`src/rtl/seg_scan_pwm.sv`:
```
// -----------------------------------------------------------------------------
// seg_scan_pwm
// Time-multiplexed N-digit 7-segment scanner with PWM brightness, per-digit
// blanking and blinking. Sits between the per-digit segment encoders and the
// board anode/segment pins and runs on the divided scan tick.
//
// All display inputs (digit patterns, brightness, blank and blink masks) are
// captured into snapshot registers at reset and at every frame wrap. A frame
// therefore always shows one coherent set of inputs and never tears.
//
// Ports
//   p625        in   1                 scan tick clock (only clock)
//   rst         in   1                 synchronous, active-high reset
//   scan_en     in   1                 1 = scan runs, 0 = counters hold, display dark
//   digits_in   in   DIGITS*SEG_W      digit k at [k*SEG_W +: SEG_W]
//   bright      in   BRIGHT_W          brightness code, 0 = dimmest
//   blank_mask  in   DIGITS            1 = digit k never lit
//   blink_mask  in   DIGITS            1 = digit k dark while blink phase is 1
//   num         out  SEG_W             segment pattern of active digit
//   en          out  DIGITS            active-low anode enables (at most one low)
//   dig_idx     out  clog2(DIGITS)     index of the digit being driven
//   frame_start out  1                 pulse on first output cycle of digit 0
// -----------------------------------------------------------------------------
module seg_scan_pwm #(
   parameter int DIGITS     = 4,
   parameter int SEG_W      = 7,
   parameter int SLOT_BITS  = 4,
   parameter int BRIGHT_W   = 2,
   parameter int BLINK_BITS = 6
) (
   input  logic                       p625,
   input  logic                       rst,
   input  logic                       scan_en,
   input  logic [DIGITS*SEG_W-1:0]    digits_in,
   input  logic [BRIGHT_W-1:0]        bright,
   input  logic [DIGITS-1:0]          blank_mask,
   input  logic [DIGITS-1:0]          blink_mask,
   output logic [SEG_W-1:0]           num,
   output logic [DIGITS-1:0]          en,
   output logic [$clog2(DIGITS)-1:0]  dig_idx,
   output logic                       frame_start
);

   localparam int DIG_W    = $clog2(DIGITS);
   localparam int ON_SHIFT = SLOT_BITS - BRIGHT_W;

   localparam logic [SLOT_BITS-1:0]  TICK_MAX  = {SLOT_BITS{1'b1}};
   localparam logic [SLOT_BITS-1:0]  TICK_ZERO = {SLOT_BITS{1'b0}};
   localparam logic [SLOT_BITS-1:0]  TICK_ONE  = SLOT_BITS'(1);
   localparam logic [DIG_W-1:0]      DIG_ZERO  = {DIG_W{1'b0}};
   localparam logic [DIG_W-1:0]      DIG_ONE   = DIG_W'(1);
   localparam logic [DIG_W-1:0]      DIG_LAST  = DIG_W'(DIGITS - 1);
   localparam logic [BLINK_BITS-1:0] BCNT_ONE  = BLINK_BITS'(1);
   localparam logic [SLOT_BITS:0]    ON_ONE    = (SLOT_BITS + 1)'(1);

   // Scan counters
   logic [SLOT_BITS-1:0]      tick_r;
   logic [DIG_W-1:0]          dig_r;
   logic [BLINK_BITS-1:0]     bcnt_r;

   // Frame snapshots of the display inputs
   logic [DIGITS*SEG_W-1:0]   snap_dig_r;
   logic [BRIGHT_W-1:0]       snap_bright_r;
   logic [DIGITS-1:0]         snap_blank_r;
   logic [DIGITS-1:0]         snap_blink_r;

   // Combinational next-state and next-output values
   logic                      tick_wrap_s;
   logic                      dig_last_s;
   logic                      frame_wrap_s;
   logic [SLOT_BITS-1:0]      tick_nxt_s;
   logic [DIG_W-1:0]          dig_nxt_s;
   logic [BLINK_BITS-1:0]     bcnt_nxt_s;
   logic [SEG_W-1:0]          seg_sel_s;
   logic                      blank_sel_s;
   logic                      blink_sel_s;
   logic [SLOT_BITS:0]        bright_ext_s;
   logic [SLOT_BITS:0]        on_ticks_s;
   logic                      lit_s;
   logic [DIGITS-1:0]         en_nxt_s;
   logic                      frame_first_s;

   // Counter next-state: tick rolls over into the digit index, digit rolls into the frame counter
   always_comb begin
      tick_wrap_s  = (tick_r == TICK_MAX);
      dig_last_s   = (dig_r == DIG_LAST);
      frame_wrap_s = tick_wrap_s && dig_last_s;
      tick_nxt_s   = tick_r + TICK_ONE;
      if (tick_wrap_s) begin
         // explicit wrap keeps dig below DIGITS even when DIGITS is not a power of two
         if (dig_last_s) begin
            dig_nxt_s = DIG_ZERO;
         end else begin
            dig_nxt_s = dig_r + DIG_ONE;
         end
      end else begin
         dig_nxt_s = dig_r;
      end
      if (frame_wrap_s) begin
         bcnt_nxt_s = bcnt_r + BCNT_ONE;
      end else begin
         bcnt_nxt_s = bcnt_r;
      end
   end

   // Select the snapshot fields of the digit addressed by dig_r
   always_comb begin
      seg_sel_s   = {SEG_W{1'b0}};
      blank_sel_s = 1'b0;
      blink_sel_s = 1'b0;
      for (int k = 0; k < DIGITS; k++) begin
         seg_sel_s   = (dig_r == DIG_W'(k)) ? snap_dig_r[k*SEG_W +: SEG_W] : seg_sel_s;
         blank_sel_s = (dig_r == DIG_W'(k)) ? snap_blank_r[k]            : blank_sel_s;
         blink_sel_s = (dig_r == DIG_W'(k)) ? snap_blink_r[k]            : blink_sel_s;
      end
   end

   // PWM window and anode decode for the current slot
   always_comb begin
      // on_ticks never exceeds 2^SLOT_BITS-1, so the final tick of a slot is always dark
      bright_ext_s  = {{(SLOT_BITS + 1 - BRIGHT_W){1'b0}}, snap_bright_r};
      on_ticks_s    = ((bright_ext_s + ON_ONE) << ON_SHIFT) - ON_ONE;
      lit_s         = ({1'b0, tick_r} < on_ticks_s)
                      && !blank_sel_s
                      && !(blink_sel_s && bcnt_r[BLINK_BITS-1]);
      frame_first_s = (tick_r == TICK_ZERO) && (dig_r == DIG_ZERO);
      en_nxt_s      = {DIGITS{1'b1}};
      for (int k = 0; k < DIGITS; k++) begin
         en_nxt_s[k] = ((dig_r == DIG_W'(k)) && lit_s) ? 1'b0 : 1'b1;
      end
   end

   // Scan counters: hold while scanning is disabled
   always_ff @(posedge p625) begin
      if (rst) begin
         tick_r <= TICK_ZERO;
         dig_r  <= DIG_ZERO;
         bcnt_r <= {BLINK_BITS{1'b0}};
      end else if (scan_en) begin
         tick_r <= tick_nxt_s;
         dig_r  <= dig_nxt_s;
         bcnt_r <= bcnt_nxt_s;
      end else begin
         tick_r <= tick_r;
         dig_r  <= dig_r;
         bcnt_r <= bcnt_r;
      end
   end

   // Input snapshots: reload only at reset or on an enabled frame wrap
   always_ff @(posedge p625) begin
      if (rst || (scan_en && frame_wrap_s)) begin
         snap_dig_r    <= digits_in;
         snap_bright_r <= bright;
         snap_blank_r  <= blank_mask;
         snap_blink_r  <= blink_mask;
      end else begin
         snap_dig_r    <= snap_dig_r;
         snap_bright_r <= snap_bright_r;
         snap_blank_r  <= snap_blank_r;
         snap_blink_r  <= snap_blink_r;
      end
   end

   // Registered pin outputs, one cycle behind the counter state
   always_ff @(posedge p625) begin
      if (rst) begin
         num         <= {SEG_W{1'b0}};
         en          <= {DIGITS{1'b1}};
         dig_idx     <= DIG_ZERO;
         frame_start <= 1'b0;
      end else if (scan_en) begin
         num         <= seg_sel_s;
         en          <= en_nxt_s;
         dig_idx     <= dig_r;
         frame_start <= frame_first_s;
      end else begin
         // paused: go dark but keep the last pattern and index on the pins
         num         <= num;
         en          <= {DIGITS{1'b1}};
         dig_idx     <= dig_idx;
         frame_start <= 1'b0;
      end
   end

endmodule

```
`config.mk`:
```
export PLATFORM = sky130hd
export DESIGN_NAME = seg_scan_pwm
export DESIGN_NICKNAME = d
export VERILOG_FILES = /design/src/rtl/seg_scan_pwm.sv
export SDC_FILE = /design/constraint.sdc
export NUM_CORES = 1
export LEC_CHECK = 0
export CORE_ASPECT_RATIO = 1.2
export CORE_MARGIN = 2
export CORE_UTILIZATION = 35
export CTS_CLUSTER_DIAMETER = 100
export DETAILED_ROUTE_END_ITERATION = 10
export PLACE_DENSITY_LB_ADDON = 0.3
export SETUP_SLACK_MARGIN = 0.5
export SLEW_MARGIN = 20
export SYNTH_ARGS = -nofsm -noshare
export SYNTH_HDL_FRONTEND = slang
export SYNTH_SLANG_ARGS = --single-unit
```
`constraint.sdc`:
```
create_clock -name p625 -period 2.74 [get_ports p625]
set_clock_uncertainty 0.2 [all_clocks]
set_input_delay 0.548 -clock p625 [delete_from_list [all_inputs] [get_ports p625]]
set_output_delay 0.548 -clock p625 [all_outputs]
set_load 0.02 [all_outputs]
```
==> results of run 1 <==
[per-layer routing]
| metal | track usage (%) | wire, um |
|---|---|---|
| met3 | 3.72 | 205 |
| met4 | 8.08 | 142 |
| met1 | 15.9 | 2080 |
| met2 | 21.8 | 2490 |
| met5 | 0 | 0 |
[flip-flops by register name, summed over array words and instances (netlist names)]
| register | cells |
|---|---|
| snap_dig_r | 28 |
| num | 7 |
| bcnt_r | 6 |
| en | 4 |
| snap_blank_r | 4 |
| snap_blink_r | 4 |
| tick_r | 4 |
| dig_idx | 2 |
| dig_r | 2 |
| snap_bright_r | 2 |
| frame_start | 1 |
[cell usage after synthesis (all sizes together)]
library cell,count
inv,15
dfxtp,26
nand2,18
edfxtp,38
o2111ai,1
and4,1
nand4,4
a31o,1
ha,9
xor2,4
a21oi,24
a22oi,7
a211oi,7
xnor2,2
nor3,1
nor4,1
buf,7
or3,2
nor2,16
nand3,4
nand2b,4
nand3b,1
o21ai,10
nor2b,1
a2111oi,1
clkbuf,4
mux2i,3
a221oi,1
[kinds of logic (layout without fill, tap and decap cells)]
group / count (synthesis) / in the layout / synth area share, %
flops: 64 / 64 / 65.3
simple gates: 53 / 53 / 9.93
compound gates: 52 / 52 / 12.9
buf+inv: 26 / 92 / 4.18
fa+ha+maj: 9 / 9 / 4.42
xor+xnor: 6 / 6 / 2.06
mux: 3 / 3 / 1.18
[path summary, 6_finish.rpt]
kind | cells past startpoint | slack, ns | start | to
max | 1 | 0.68 | num[2] | num[2]
min | 2 | 0.29 | num[4] | num[4]
min reg2reg | 2 | 0.29 | num[4] | num[4]
max reg2reg | 6 | 0.71 | dig_r[0] | en[1]
[final cells by class]
class / instances / area [um2]
clock buffer: 12 / 155
timing repair buffer: 61 / 593
clock inverter: 4 / 43.8
multi-input combinational: 123 / 779
sequential: 64 / 1660
fill: 683 / 3740
inverter: 15 / 56.3
tap: 90 / 113
[power by group]
part | leakage [nW] | switching, W | internal, W | total [W]
Sequential | 0.584 | 0.0000223 | 0.00108 | 0.00110
Clock | 0.104 | 0.000347 | 0.000464 | 0.000811
Combinational | 0.603 | 0.0000677 | 0.0000928 | 0.000160
[metrics by stage]
| step | worst slack [ns] | instances | cell area (um2) | utilization, % |
|---|---|---|---|---|
| 4_1_cts | 0.650 | 369 | 3400 | 47.6 |
| 2_1_floorplan | 0.615 | 213 | 2550 | - |
| 3_5_place_dp | 0.388 | 353 | 3200 | 44.8 |
| 6_report | 0.679 | 369 | 3400 | 47.6 |
| 3_3_place_gp | 0.385 | 353 | 3200 | 44.8 |
| 5_1_grt | 0.525 | 369 | 3400 | 47.6 |
==> flow_summary.toml, run 1 <==
[outcome]
outcome = "complete, no violations"

[synthesis]
synth_area_um2 = 2540
ys_seq_elements = 64
netlist_instances = 213
synth_fp_nets = 263
synth.distinct_cells = 29
yosys-top-cells-area = "edfxtp_1, dfxtp_1, a21oi_1, ha_1, nand2_1"
synth_top_area_share_pct = 44.8
syn_avg_cell_area_um2 = 11.9
ys.warnings.count = 0
synth_seq_area_share_pct = 65.3
synth_top_cell_by_area = "edfxtp_1"

[detailed_routing]
routedWlPerCell_um = 13.3
drt_iter0_markers = 93
dr.pass1.iters = 4
wirelength_um = 4920
routed-via-count = 1739
drcViolationCount = 0
via_per_inst = 4.71
antenna_left = 0

[power_and_ir_drop]
powerDensity_nw_per_um2 = 610
leakagePower_nw = 1.29
max-vdd-ir-drop_mv = 0.362
total_power_w = 0.00208

[global_route]
antenna_found_initial = 0
grt_max_degree = 28
grt_pass1_wl_um = 7990
grt_pass1_vias = 1729
grt-ovfl-total = 0
grt_usage_pct = 13.6

[clocking]
htree_levels = 3
cts_made_buffers = 9
post_cts_buffers = 0
cts_sinks = 64
clockBufferDepth = 2
path_clk_slew_ns = 0.07
cts-hold-fix-buffers = 0
cts_resized = 0
clkLatencyLatePin_ns = 0.34
cts_root_buf = "clkbuf_8"
cts_tree = "yes"

[flow_run]
timing.max_cap.violations = 0

[floorplanning]
die_w_um = 81.8
dieHeight_um = 97.4
die_area_um2 = 7970
core_area_um2 = 7150
start_util_pct = 35.6
pin_count = 55
rows = 34

[critical_path]
cp-end-kind = "output pin"
slowest_delay_ns = 0.62
start_kind = "flip-flop"
arrival_ns = 1.31
cp_num_buf_inv = 1
worst-path-max-fanout = 2
cpLargestDelayFamily = "buffers and inverters"
required_ns = 1.99
crit_chain = "clkdlybuf4s50_1"
crit_type = "flip-flop to output pin"
crit_slowest_cell = "clkdlybuf4s50_1"

[layout]
final_cell_mix = "clkdlybuf4s50_1, edfxtp_1, dfxtp_1"
num-nets-final = 324
antennaDiodeCount = 0
area_delta_synth_final_pct = 33.7
drive_gt1_share_pct = 8.96
final_common_cell = "clkdlybuf4s50_1"

[sta]
layout_min_cycle_time_ns = 2.06
max_freq_ghz = 0.485
hold_viol = 0
slew_headroom_pct = 52.7
slew_violations = 0
timing.final.crit_share_pct = 75.2
holdWs_ns = 0.293
tns_ns = 0
worstMarginPinSlew_ns = 0.709
setup_violations = 0
rsz0062_at_grt = "no"

[placed_design]
hpwl_um = 3290
port_buffers = 54
place_congestion = 0.735

[hold_path]
hp-class = "flip-flop to flip-flop"
No activity file was read; power rests on OpenSTA's default activity.
==> run 2, diff against run 1 <==
==> constraint.sdc (replaced) <==
create_clock -name p625 -period 2.1 [get_ports p625]
set_clock_uncertainty 0.2 [all_clocks]
set_input_delay 0.42 -clock p625 [delete_from_list [all_inputs] [get_ports p625]]
set_output_delay 0.42 -clock p625 [all_outputs]
set_load 0.02 [all_outputs]
==> run 2 against run 1 <==
Die area is the same. Clock power grew 6.7%. Combinational power grew 61%. Routed wire length grew 16%. Hold slack lost 0.011 ns. Flip-flop and latch count is the same. Setup slack lost 0.32 ns. Final area grew 16%. Count of clock-buffer cells in the layout grew 2. Cell count grew 7.9%.
==> flow_summary.toml, run 2 (same netlist as run 1, synthesis figures left out) <==
[global_route]
grt_max_degree = 21
grt_pass1_wl_um = 8520
grt-ovfl-total = 0
antenna_found_initial = 0
grt_pass1_vias = 1739
grt_usage_pct = 14.8

[flow_run]
timing.max_cap.violations = 0

[clocking]
cts_made_buffers = 9
cts-hold-fix-buffers = 0
cts_root_buf = "clkbuf_8"
cts_sinks = 64
cts_tree = "yes"
clockBufferDepth = 2
clkLatencyLatePin_ns = 0.34
htree_levels = 3
path_clk_slew_ns = 0.07

[detailed_routing]
drcViolationCount = 0
antenna_left = 0
routed-via-count = 1894
routedWlPerCell_um = 14.3
wirelength_um = 5690
drt_iter0_markers = 111
dr.pass1.iters = 4
via_per_inst = 4.76

[critical_path]
crit_chain = "inv_2 -> ha_4 -> a31o_1 -> a2111oi_4 -> o2111ai_1"
worst-path-max-fanout = 4
crit_slowest_cell = "edfxtp_1"
arrival_ns = 1.73
startpoint = "snap_bright_r[0]"
reg2reg_from = "snap_bright_r[0]"
cp-end-kind = "flip-flop"
slowest_delay_ns = 0.38
crit_type = "flip-flop to flip-flop"
start_kind = "flip-flop"
cp_num_buf_inv = 1
cpLargestDelayFamily = "compound AO/OA/AOI/OAI gates"
required_ns = 2.10

[layout]
antennaDiodeCount = 0
num-nets-final = 353
drive_gt1_share_pct = 30.8
final_cell_mix = "clkdlybuf4s50_1, edfxtp_1, dfxtp_1"
final_common_cell = "clkdlybuf4s50_1"
reg_top3 = "snap_dig_r: 28 flops, num: 7 flops, bcnt_r: 6 flops"
layout.cells.non_filler = 398
area_delta_synth_final_pct = 54.4
largest_reg_flops = 28
top_register = "snap_dig_r"

[sta]
hold_viol = 0
tns_ns = 0
rsz0062_at_grt = "yes"
slew_violations = 0
slew_headroom_pct = 77.2
timing.final.crit_share_pct = 82.7
max_freq_ghz = 0.576
worstMarginPinSlew_ns = 0.342
layout_min_cycle_time_ns = 1.74
setup_violations = 0

[floorplanning]
die_area_um2 = 7970
rows = 34
dieHeight_um = 97.4
core_area_um2 = 7150
start_util_pct = 35.6
die_w_um = 81.8
pin_count = 55

[power_and_ir_drop]
leakagePower_nw = 1.52
powerDensity_nw_per_um2 = 652
max-vdd-ir-drop_mv = 0.442

[placed_design]
port_buffers = 54
place_inst = 360
place_congestion = 0.720
hpwl_um = 3520

[hold_path]
min_from = "bcnt_r[1]"
hp-class = "flip-flop to flip-flop"

[outcome]
outcome = "complete, no violations"
-- run 2: cell types whose count changed in the layout (fill, tap and decap cells not counted), sizes merged --
cell,delta
clkdlybuf4s50,-15
clkdlybuf4s15,+6
buf,+32
clkinv,-1
inv,-1
clkinvlp,+1
bufinv,-1
dlygate4sd2,+1
clkbuf,+7
-- run 2: cell type report --
type                    instances  area [um2]
inverters                      15        60.1
clock inverters                 2        10.0
clock buffers                  14         143
multi-input cells             123         938
repair buffers                 90         985
well taps                      90         113
flip-flops and latches         64        1680
fillers                       610        3220
-- run 2: power breakdown --
part / total, W / internal, W / switching [W]
combinational: 0.000257 / 0.000151 / 0.000106
sequential: 0.00144 / 0.00141 / 0.0000312
clock: 0.000865 / 0.000427 / 0.000439
total: 0.00256 / 0.00199 / 0.000576
-- run 2: final timing paths --
check,slack (ns),to,cells past startpoint
max,0.36,en[2],5
min,0.28,bcnt_r[1],2
max reg2reg,0.36,en[2],5
min reg2reg,0.28,bcnt_r[1],2
-- run 2: per-layer routing --
metal | global-route usage (%) | part of all wire [%] | vias to the layer above
met5 | 0 | 0 | -
met4 | 8.08 | 2.3 | 0
met3 | 4.00 | 4.1 | 10
met2 | 22.7 | 49 | 46
met1 | 18.6 | 45 | 896
li1 | - | - | 942
-- run 2: through the flow --
step,worst slack [ns],cell area [um2],total power [W],util [%],hold WS [ns]
floorplan,0.444,2640,0.00155,-,0.254
global placement,0.0221,3350,0.00170,46.9,0.266
detailed placement,0.00408,3350,0.00170,46.9,0.272
CTS,0.357,3730,0.00257,52.2,0.282
global route,0.259,3930,0.00267,55.0,0.315
finish,0.363,3930,0.00256,55.0,0.282
-- run 2: repair_timing --
action                                  in CTS  in global routing
pin swaps                                    7                 14
resized for setup                           61                 33
buffers inserted                             7                 11
endpoints found under the setup margin      67                 60
cloned                                       2                  2
-- run 2: worst min-delay path, stage by stage (launching register included) --
cell and delay, ns:
dfxtp_1 0.33, nand2_1 0.06, a21oi_1 0.05
==> run 3, diff against run 2 <==
==> constraint.sdc (replaced) <==
create_clock -name p625 -period 1.6 [get_ports p625]
set_clock_uncertainty 0.2 [all_clocks]
set_input_delay 0.32 -clock p625 [delete_from_list [all_inputs] [get_ports p625]]
set_output_delay 0.32 -clock p625 [all_outputs]
set_load 0.02 [all_outputs]
==> run 3 against run 2 <==
The flow now finishes with violations (negative setup slack). Routed wire length increased by 4.6%. Largest cell class unchanged. Maximum frequency increased by 0.58%. Final area increased by 4.7%. Die area unchanged. Cell count increased by 2.3%. Power increased by 42%.
==> flow_summary.toml, run 3 (same netlist as run 1, synthesis figures left out) <==
[critical_path]
slowest_delay_ns = 0.38
worst-path-max-fanout = 5
cp-end-kind = "flip-flop"
required_ns = 1.48
cpLargestDelayFamily = "simple AND/OR/NAND/NOR gates"
cp_num_buf_inv = 1
start_kind = "flip-flop"
arrival_ns = 1.60
crit_chain = "ha_4 -> and4_4 -> nand2_4 -> nand2b_4 -> bufbuf_16"
crit_slowest_cell = "dfxtp_4"
crit_type = "flip-flop to flip-flop"

[outcome]
violations = "negative setup slack"
outcome = "complete, but fails checks"

[power_and_ir_drop]
clockPowerShare_pct = 37.5
powerDensity_nw_per_um2 = 887
p_int_w = 0.00281
max-vdd-ir-drop_mv = 0.459
total_power_w = 0.00365
p_sw_share_pct = 23.1
p_comb_share_pct = 10.6
switching_power_w = 0.000843
power_frac_seq_pct = 51.9
leakagePower_nw = 1.60

[sta]
layout_min_cycle_time_ns = 1.73
setup_violations = 35
hold_viol = 0
max_freq_ghz = 0.579
worstMarginPinSlew_ns = 0.338
slew_violations = 0
rsz0062_at_grt = "yes"
timing.final.crit_share_pct = 108
tns_ns = -3.19
slew_headroom_pct = 77.5
setup_slack_ns = -0.127

[global_route]
grt_pass1_vias = 2041
grt_max_degree = 20
grt_usage_pct = 16.3
grt_pass1_wl_um = 9660
antenna_found_initial = 0
grt-ovfl-total = 0

[clocking]
cts_sinks = 64
cts_tree = "yes"
path_clk_slew_ns = 0.07
htree_levels = 3
clockBufferDepth = 2
cts_made_buffers = 9
cts_root_buf = "clkbuf_8"
clkLatencyLatePin_ns = 0.35

[detailed_routing]
routedWlPerCell_um = 14.6
drt_iter0_markers = 95
drcViolationCount = 0
antenna_left = 0
via_per_inst = 4.77
dr.pass1.iters = 4
routed-via-count = 1940
wirelength_um = 5960

[floorplanning]
die_area_um2 = 7970
core_area_um2 = 7150
dieHeight_um = 97.4
die_w_um = 81.8
pin_count = 55
start_util_pct = 35.6
rows = 34

[placed_design]
place_congestion = 0.770
dp_slack_ns = -0.365
place_area_um2 = 3430
port_buffers = 54
hpwl_um = 3580

[layout]
fin_util_pct = 57.6
antennaDiodeCount = 0
final_cell_mix = "clkdlybuf4s50_1, edfxtp_1, buf_6"
largest_reg_flops = 28
area_delta_synth_final_pct = 61.7
fin_area_um2 = 4110
top_register = "snap_dig_r"
num-nets-final = 362
drive_gt1_share_pct = 40.4
reg_top3 = "snap_dig_r: 28 flops, num: 7 flops, bcnt_r: 6 flops"

[hold_path]
hp-class = "flip-flop to flip-flop"

[flow_run]
timing.max_cap.violations = 0
run 3: area by class of cell:
cell class	instances	area (um2)
clock inverter	6	70.1
fill	581	3030
multi-input combinational	123	972
timing repair buffer	99	1070
inverter	15	63.8
tap	90	113
sequential	64	1700
clock buffer	10	128
run 3: worst paths after layout:
check | slack, ns | to | cells after the start | start
max | -0.13 | snap_dig_r[20] | 5 | tick_r[1]
max reg2reg | -0.13 | snap_dig_r[20] | 5 | tick_r[1]
min reg2reg | 0.30 | bcnt_r[1] | 2 | bcnt_r[1]
min | 0.30 | bcnt_r[1] | 2 | bcnt_r[1]
run 3: worst min-delay path: stages (launching register included):
cell and delay (ns):
dfxtp_1 0.33, nand2_2 0.06, a21oi_1 0.06
run 3: stage by stage:
stage | hold WS, ns | std cells
2_1_floorplan | 0.219 | 213
3_3_place_gp | 0.272 | 367
3_5_place_dp | 0.282 | 367
4_1_cts | 0.298 | 397
5_1_grt | 0.308 | 407
6_report | 0.296 | 407
run 3: layer usage:
metal  global-route usage [%]  routed length, um  vias to the layer above  part of all wire (%)
met1                     20.6               2500                      908                    42
met5                        0                  0                        -                     0
li1                         -                  -                      963                     -
met4                     9.36                180                        0                   3.0
met2                     25.0               3040                       54                    51
met3                     4.09                228                       15                   3.8
run 3: power groups by stage:
stage	clock (W)	sequential (W)	combinational, W
after floorplan	0	0.00193	0.000104
after global placement	0	0.00192	0.000299
after detailed placement	0	0.00192	0.000303
after CTS	0.00140	0.00189	0.000355
after global routing	0.00149	0.00190	0.000419
final	0.00137	0.00189	0.000388
run 3: repair_timing:
| action | CTS | global route |
|---|---|---|
| setup buffers | 12 | 9 |
| resized for setup | 130 | 17 |
| gates cloned | 2 | 1 |
| hold buffers | 0 | 0 |
| endpoints found under the setup margin | 78 | 77 |
| pin swaps | 9 | 10 |
